`config.mk`:
```
export PLATFORM = sky130hd
export DESIGN_NAME = io_conditioner
export DESIGN_NICKNAME = d
export VERILOG_FILES = /design/src/rtl/io_conditioner.sv
export SDC_FILE = /design/constraint.sdc
export NUM_CORES = 1
export LEC_CHECK = 0
export CORE_MARGIN = 10
export CORE_UTILIZATION = 45
export CTS_BUF_LIST = sky130_fd_sc_hd__clkbuf_4
export CTS_CLUSTER_SIZE = 20
export DETAILED_ROUTE_END_ITERATION = 10
export SYNTH_ARGS = -nofsm -noshare
export SYNTH_HDL_FRONTEND = slang
export SYNTH_SLANG_ARGS = --single-unit
```
`constraint.sdc`:
```
create_clock -name i_clk -period 4.9 [get_ports i_clk]
set_input_delay 0.49 -clock i_clk [delete_from_list [all_inputs] [get_ports i_clk]]
set_output_delay 0.49 -clock i_clk [all_outputs]
set_load 0.03 [all_outputs]
```
`src/rtl/io_conditioner.sv`:
```
// io_conditioner: per-channel synchroniser, polarity normaliser and debouncer for raw board
// pins, with one-cycle rise/fall pulses and a stretched reset request driven by one channel.
//
// Ports:
//   i_clk         system clock; all logic in this domain
//   i_rst         synchronous active-high reset
//   i_in_raw      [N] asynchronous raw pins
//   o_level       [N] debounced, active-high channel state
//   o_rise        [N] one-cycle pulse on level 0->1
//   o_fall        [N] one-cycle pulse on level 1->0
//   o_any_change  OR of all rise/fall pulses
//   o_rst_req     stretched active-high reset request
module io_conditioner #(
   parameter int unsigned   N               = 12,
   parameter int unsigned   SYNC_STAGES     = 2,
   parameter int unsigned   DEBOUNCE_CYCLES = 500000,
   parameter logic [N-1:0]  ACTIVE_LOW      = 12'h003,
   parameter int unsigned   RST_CH          = 0,
   parameter int unsigned   RST_STRETCH     = 16
) (
   input  logic         i_clk,
   input  logic         i_rst,
   input  logic [N-1:0] i_in_raw,
   output logic [N-1:0] o_level,
   output logic [N-1:0] o_rise,
   output logic [N-1:0] o_fall,
   output logic         o_any_change,
   output logic         o_rst_req
);

   localparam int unsigned DW = $clog2(DEBOUNCE_CYCLES + 1);
   localparam int unsigned SW = $clog2(RST_STRETCH + 1);
   localparam logic [DW-1:0] DbMax = DW'(DEBOUNCE_CYCLES - 1);
   localparam logic [SW-1:0] StMax = SW'(RST_STRETCH - 1);

   typedef enum logic [1:0] {
      StPwr,
      StIdle,
      StHold
   } state_e;

   // Channel datapath
   logic [N-1:0][SYNC_STAGES-1:0] r_sync;
   logic [N-1:0][DW-1:0]          r_cnt;
   logic [N-1:0][DW-1:0]          w_cnt_nxt;
   logic [N-1:0]                  r_level;
   logic [N-1:0]                  r_rise;
   logic [N-1:0]                  r_fall;
   logic [N-1:0]                  w_s;
   logic [N-1:0]                  w_level_nxt;
   logic [N-1:0]                  w_rise_nxt;
   logic [N-1:0]                  w_fall_nxt;

   // Reset-request FSM
   state_e        r_state;
   state_e        w_state_nxt;
   logic [SW-1:0] r_stretch;
   logic [SW-1:0] w_stretch_nxt;

   always_comb begin
      w_s         = '0;
      w_level_nxt = r_level;
      w_cnt_nxt   = '0;
      w_rise_nxt  = '0;
      w_fall_nxt  = '0;
      for (int i = 0; i < N; i++) begin
         w_s[i] = r_sync[i][SYNC_STAGES-1] ^ ACTIVE_LOW[i];
         // Any sample equal to the current level clears the count, so only an unbroken
         // run of differing samples is ever accepted.
         if (w_s[i] != r_level[i]) begin
            if (r_cnt[i] == DbMax) begin
               w_level_nxt[i] = w_s[i];
               w_rise_nxt[i]  = w_s[i];
               w_fall_nxt[i]  = ~w_s[i];
            end else begin
               w_cnt_nxt[i] = r_cnt[i] + DW'(1);
            end
         end
      end
   end

   always_ff @(posedge i_clk) begin
      if (i_rst) begin
         // Chains preload the inactive pin value so no spurious edge follows reset.
         for (int i = 0; i < N; i++) begin
            r_sync[i] <= {SYNC_STAGES{ACTIVE_LOW[i]}};
         end
         r_cnt   <= '0;
         r_level <= '0;
         r_rise  <= '0;
         r_fall  <= '0;
      end else begin
         for (int i = 0; i < N; i++) begin
            r_sync[i] <= {r_sync[i][SYNC_STAGES-2:0], i_in_raw[i]};
         end
         r_cnt   <= w_cnt_nxt;
         r_level <= w_level_nxt;
         r_rise  <= w_rise_nxt;
         r_fall  <= w_fall_nxt;
      end
   end

   always_ff @(posedge i_clk) begin
      if (i_rst) begin
         r_state   <= StPwr;
         r_stretch <= '0;
      end else begin
         r_state   <= w_state_nxt;
         r_stretch <= w_stretch_nxt;
      end
   end

   always_comb begin
      w_state_nxt   = r_state;
      w_stretch_nxt = r_stretch;
      case (r_state)
         StPwr: begin
            if (r_stretch == StMax) begin
               w_state_nxt   = StIdle;
               w_stretch_nxt = '0;
            end else begin
               w_stretch_nxt = r_stretch + SW'(1);
            end
         end
         StIdle: begin
            w_stretch_nxt = '0;
            if (r_rise[RST_CH]) begin
               w_state_nxt = StHold;
            end
         end
         StHold: begin
            // Counter saturates; leaving needs both the minimum width and a released button.
            if (r_stretch != StMax) begin
               w_stretch_nxt = r_stretch + SW'(1);
            end else if (!r_level[RST_CH]) begin
               w_state_nxt   = StIdle;
               w_stretch_nxt = '0;
            end
         end
         default: begin
            w_state_nxt   = StPwr;
            w_stretch_nxt = '0;
         end
      endcase
   end

   assign o_level      = r_level;
   assign o_rise       = r_rise;
   assign o_fall       = r_fall;
   assign o_any_change = |(r_rise | r_fall);
   assign o_rst_req    = (r_state != StIdle);

endmodule

```
Yosys cells after proc, flatten, opt, wreduce, memory -nomap -nowiden
Cells that the tools add are included.
{ "word_totals": {"wordCells": 194, "register_bits": 295, "input_bits": 14, "out_inout_bits": 38} }
{ "classes": {"n_bitwise": 37, "eq_ne": 34, "n_reduce_logical": 39, "n_mux": 9, "addsub": 13} }
{ "ops": {"columns": ["op", "n"], "rows": [
  ["adder 19 x 1 -> 19 bit, second input constant", 12],
  ["== test 19 bit, second input constant", 12],
  ["OR reduction 3 bit", 24],
  ["NOT 1 bit", 36],
  ["AND reduction 2 bit", 12],
  ["2-to-1 mux 5 bit", 3],
  ["inequality test 1 bit", 12],
  ["bitwise OR 12 bit", 1],
  ["OR reduction 12 bit", 1],
  ["case mux 5 bit (2 select lines)", 1],
  ["2-to-1 mux 2 bit", 4],
  ["inequality test 2 bit, second input constant", 4],
  ["case mux 2 bit (3 select lines)", 1],
  ["adder 5 x 1 -> 5 bit, second input constant", 1],
  ["== test 5 x 4 -> 1 bit, second input constant", 1],
  ["inequality test 5 x 4 -> 1 bit, second input constant", 1],
  ["AND reduction 4 bit", 1],
  ["inequality test 3 bit, second input constant", 1],
  ["== test 2 x 1 -> 1 bit, second input constant", 1],
  ["== test 2 bit, second input constant", 1],
  ["zero test 2 bit", 1],
  ["inequality test 2 x 1 -> 1 bit, second input constant", 1]
]} }

Logic depth before layout (Yosys ltp)
{ "depth": {"depth_word": 4, "mapped_depth": 6, "mapped_depth_nobuf": 5} }

Worst setup path after synthesis
No wires, ideal clock.
{ "synth_timing": {"path_kind": "reg2reg", "startpoint": "reg r_cnt[171] (netlist bit)", "endpoint": "reg r_cnt[177] (netlist bit)", "stages_incl_launch_ff": 7, "setup_ps": 117, "setup_slack_ps": 2936, "path_buffers": 1, "arrival_time_ps": 1847, "required_ps": 4783, "synth_period_minus_slack_ps": 1964, "cell_sequence": "dfxtp_1 -> ha_1 -> nand4_1 -> or4_1 -> o21ai_2 -> buf_2 -> nor2_1"} }
{ "synth_between": {"elab_chain_len": 2, "elab_cells_between_ends": 3, "cone_classes": "1 x add/sub; 1 x eq/ne; 1 x reduce/logical"} }
{ "synth_lines": {"columns": ["element", "line_no", "source"], "rows": [
  ["start, declared", "44", "logic [N-1:0][DW-1:0] r_cnt;"],
  ["start signal, assigned", "96", "r_cnt <= w_cnt_nxt;"],
  ["branches (longest 2 deep; another with adder 19 x 1 -> 19 bit)", null, null]
]} }
Several ways; the timed one is not identified.
A chain may end at the register's enable or synchronous reset.

Worst setup path in the final report
{ "layout_timing": {"startpoint": "reg r_rise[0] (netlist: o_rise[0])", "endpoint": "out o_any_change"} }
{ "layout_between": {"elab_chain_len": 2} }
{ "layout_lines": {"columns": ["element", "line_no", "source"], "rows": [
  ["start, declared", "47", "logic [N-1:0] r_rise;"],
  ["start signal, assigned", "98", "r_rise <= w_rise_nxt;"],
  ["bitwise OR 12 bit", "150", "assign o_any_change = |(r_rise | r_fall);"],
  ["OR reduction 12 bit", "150", null],
  ["end, declared", "27", "output logic o_any_change,"]
]} }
No other way between the ends.

==> results.yml <==
yosys:
  yosys.area_share.adder_pct: 1.28
  syn_area_per_cell_um2: 8.97
  yosys_warnings: 0
  syn_inst: 1415
  synth_nets: 1442
  ys_top_cells_by_area: "dfxtp_1 47%, xnor2_1 6.0%, nor2_1 5.6%"
  synth_top_area_share_pct: 46.5
  synth_cell_types: 52
  synthArstFlopShare_pct: 0
  synth.mux.area_fraction_pct: 0.0789
  synth_top_family_by_area: "simple AND/OR/NAND/NOR gates"
  ys_seq_elements: 295
  mappedNetlistArea_um2: 12700
  synthXorXnorAreaFrac_pct: 10.7
  ys.flop_type: "dfxtp_1"
  synth_simple_gate_area_share_pct: 30.3
  yosys.area.top_type: "dfxtp_1"
  synth-compound-area-share_pct: 8.34
  seq_area_frac_synth_pct: 46.5
  synth_edf_count: 0
die:
  fp-row-count: 61
  io_pins: 52
  die_w_um: 188
  start_util_pct: 45.7
  die_area_um2: 35300
  coreArea_um2: 27800
  die_y_um: 188
final_layout:
  syn2layout_area_growth_pct: 14.3
  layout.nets: 1547
  final_cell_mix: "295 x dfxtp_1, 189 x nor2_1, 115 x clkbuf_4"
  drive_gt1_share_pct: 10.5
  layout_commonest_cell: "dfxtp_1"
worst_setup_path:
  reg2regPathDepth: 5
  critical_path.cell_chain: "nor4_1 > and4_1 > nand3_1 > clkdlybuf4s50_1"
  cp_num_buf_inv: 1
  worst_r2r_endpoint: "r_cnt[175]$_SDFF_PP0_"
  worstSetupPathType: "reg -> out"
  cp.required_ns: 4.41
  worstPathArrival_ns: 2.42
  endpoint_kind: "primary output"
  start_kind: "register"
  worstPathMaxFanout: 4
  crit_cells: 4
  slowest_stage: "clkdlybuf4s50_1"
  cp-startpoint: "o_rise[0]$_SDFF_PP0_"
  r2r_start: "r_cnt[171]$_SDFF_PP0_"
  critPathCapture: "o_any_change"
  cp_top_family: "simple AND/OR/NAND/NOR gates"
  cpPeakStageDelay_ns: 0.63
  r2r_slack_ns: 2.59
timing:
  fin_crit_ns: 2.91
  max_slew_margin_pct: 52.0
  hold_viol: 0
  fin_ws_ns: 1.99
  finClkSkew_ns: 0.0284
  setup_tns_ns: 0
  tightest_slew_ns: 0.720
  max_freq_mhz: 344
  final-setup-viol-count: 0
  timing.hold.ws_ns: 0.361
  fin_crit_sh_pct: 59.3
  drv_slew: 0
  rsz0062_at_grt: "false"
clock_tree:
  cts_tree: "yes"
  h-tree-depth: 3
  postCtsSetupBuffers: 0
  ctsHoldBuffers: 0
  clock_sinks: 295
  cts.repair.resized: 0
  root_buffer: "clkbuf_4"
  clkTransAtPathRegs_ns: 0.07
  numCtsBuffers: 81
  clockBufferDepth: 3
  clk_latency_ns: 0.66
routing:
  via_per_inst: 5.25
  detail_route.drc_violations: 0
  dr_total_vias: 10255
  totalWireLength_mm: 26.5
  first_pass_iters: 5
  drtAntennaViolNets: 0
  dr.first_iter.drc_count: 444
  post_drt_wl_per_cell_um: 13.6
global_routing:
  grt_pass1_vias: 9667
  antenna_found_initial: 1
  track_usage_pct: 14.6
  grt_max_degree: 32
  overflow: 0
  grt_pass1_wl_mm: 44.8
placed_design:
  dp_slack_ns: 2.57
  numPortBuffers: 51
  dp_hpwl_mm: 18.2
  place.gp.congestion: 0.791
run_status:
  status: "completed"
run:
  maxCapViolCount: 0
worst_hold_path:
  hp-class: "in -> reg"
power_and_ir_drop:
  ir_worst_vdd_v: 0.000163
  p_leak_nw: 4.39
  p_per_area_nw_per_um2: 312
-- final cells by class --
cell class	instances	area, um^2
Fill cell	2693	13300
Tap cell	378	473
Antenna cell	3	7.51
Clock buffer	115	863
Sequential cell	295	5910
Clock inverter	22	88.8
Multi-Input combinational cell	1037	6430
Inverter	47	176
Timing Repair Buffer	58	558
-- metrics by stage --
step                cells  total power, mW  area (um^2)  utilization (%)
floorplan            1415             2.52        12700                -
global route         1955             4.76        14500             52.2
finish               1955             4.53        14500             52.2
global placement     1815             2.54        13500             48.8
CTS                  1952             4.63        14500             52.2
detailed placement   1815             2.54        13500             48.8
-- layer usage --
metal	vias up	wire, um	track usage (%)
met4	0	660	6.15
met1	4698	12900	18.4
met5	-	0	0
met3	56	1130	3.60
met2	161	11800	23.4
li1	5340	-	-
-- report_power, final --
group	internal, mW	total, mW	switching (mW)
logic	0.0277	0.0629	0.0352
clock network	1.07	2.04	0.968
registers	2.41	2.42	0.0106
total	3.51	4.53	1.01
-- Yosys cell counts, types with 6 or more instances --
cell type / n
ha_1: 13
o31ai_1: 34
or2_2: 15
and4_1: 20
nand2_1: 68
and3_1: 15
xor2_1: 68
xnor2_1: 87
nor3_1: 34
nand4_1: 54
or4_1: 42
a21oi_1: 73
buf_2: 7
clkbuf_1: 23
inv_1: 47
o21ai_0: 36
dfxtp_1: 295
nor4b_1: 12
or4b_1: 9
nand3_1: 84
and2_1: 6
nor2b_1: 26
nand2b_1: 13
nor2_1: 189
or3_1: 40
nor4_1: 50
-- cells by family after synthesis --
family                   count (synthesis)
AO/OA/AOI/OAI                          168
buffers and inverters                   83
adder cells (fa/ha/maj)                 13
XOR/XNOR                               155
multiplexers                             1
flip-flops                             295
AND/OR/NAND/NOR                        700
-- registers in the layout, summed over array words and instances, names as in the netlist --
register   count
r_cnt        228
r_sync        24
o_fall        12
o_rise        12
o_level       12
r_state        2
r_stretch      5
-- worst min path at each step --
stage / slack [ns] / cells after the start / startpoint / endpoint
final: 0.36 / 2 / i_rst / r_sync[17]$_SDFF_PP0_
after global routing: 0.35 / 2 / i_rst / r_sync[4]$_SDFF_PP0_
after CTS: 0.32 / 2 / i_rst / r_sync[7]$_SDFF_PP0_
after detailed placement: 0.39 / 1 / r_sync[2]$_SDFF_PP1_ / r_sync[3]$_SDFF_PP1_
after global placement: 0.39 / 1 / r_sync[0]$_SDFF_PP1_ / r_sync[1]$_SDFF_PP1_
after floorplan: 0.39 / 1 / r_sync[0]$_SDFF_PP1_ / r_sync[1]$_SDFF_PP1_
Power figures use the tool's default switching activity.
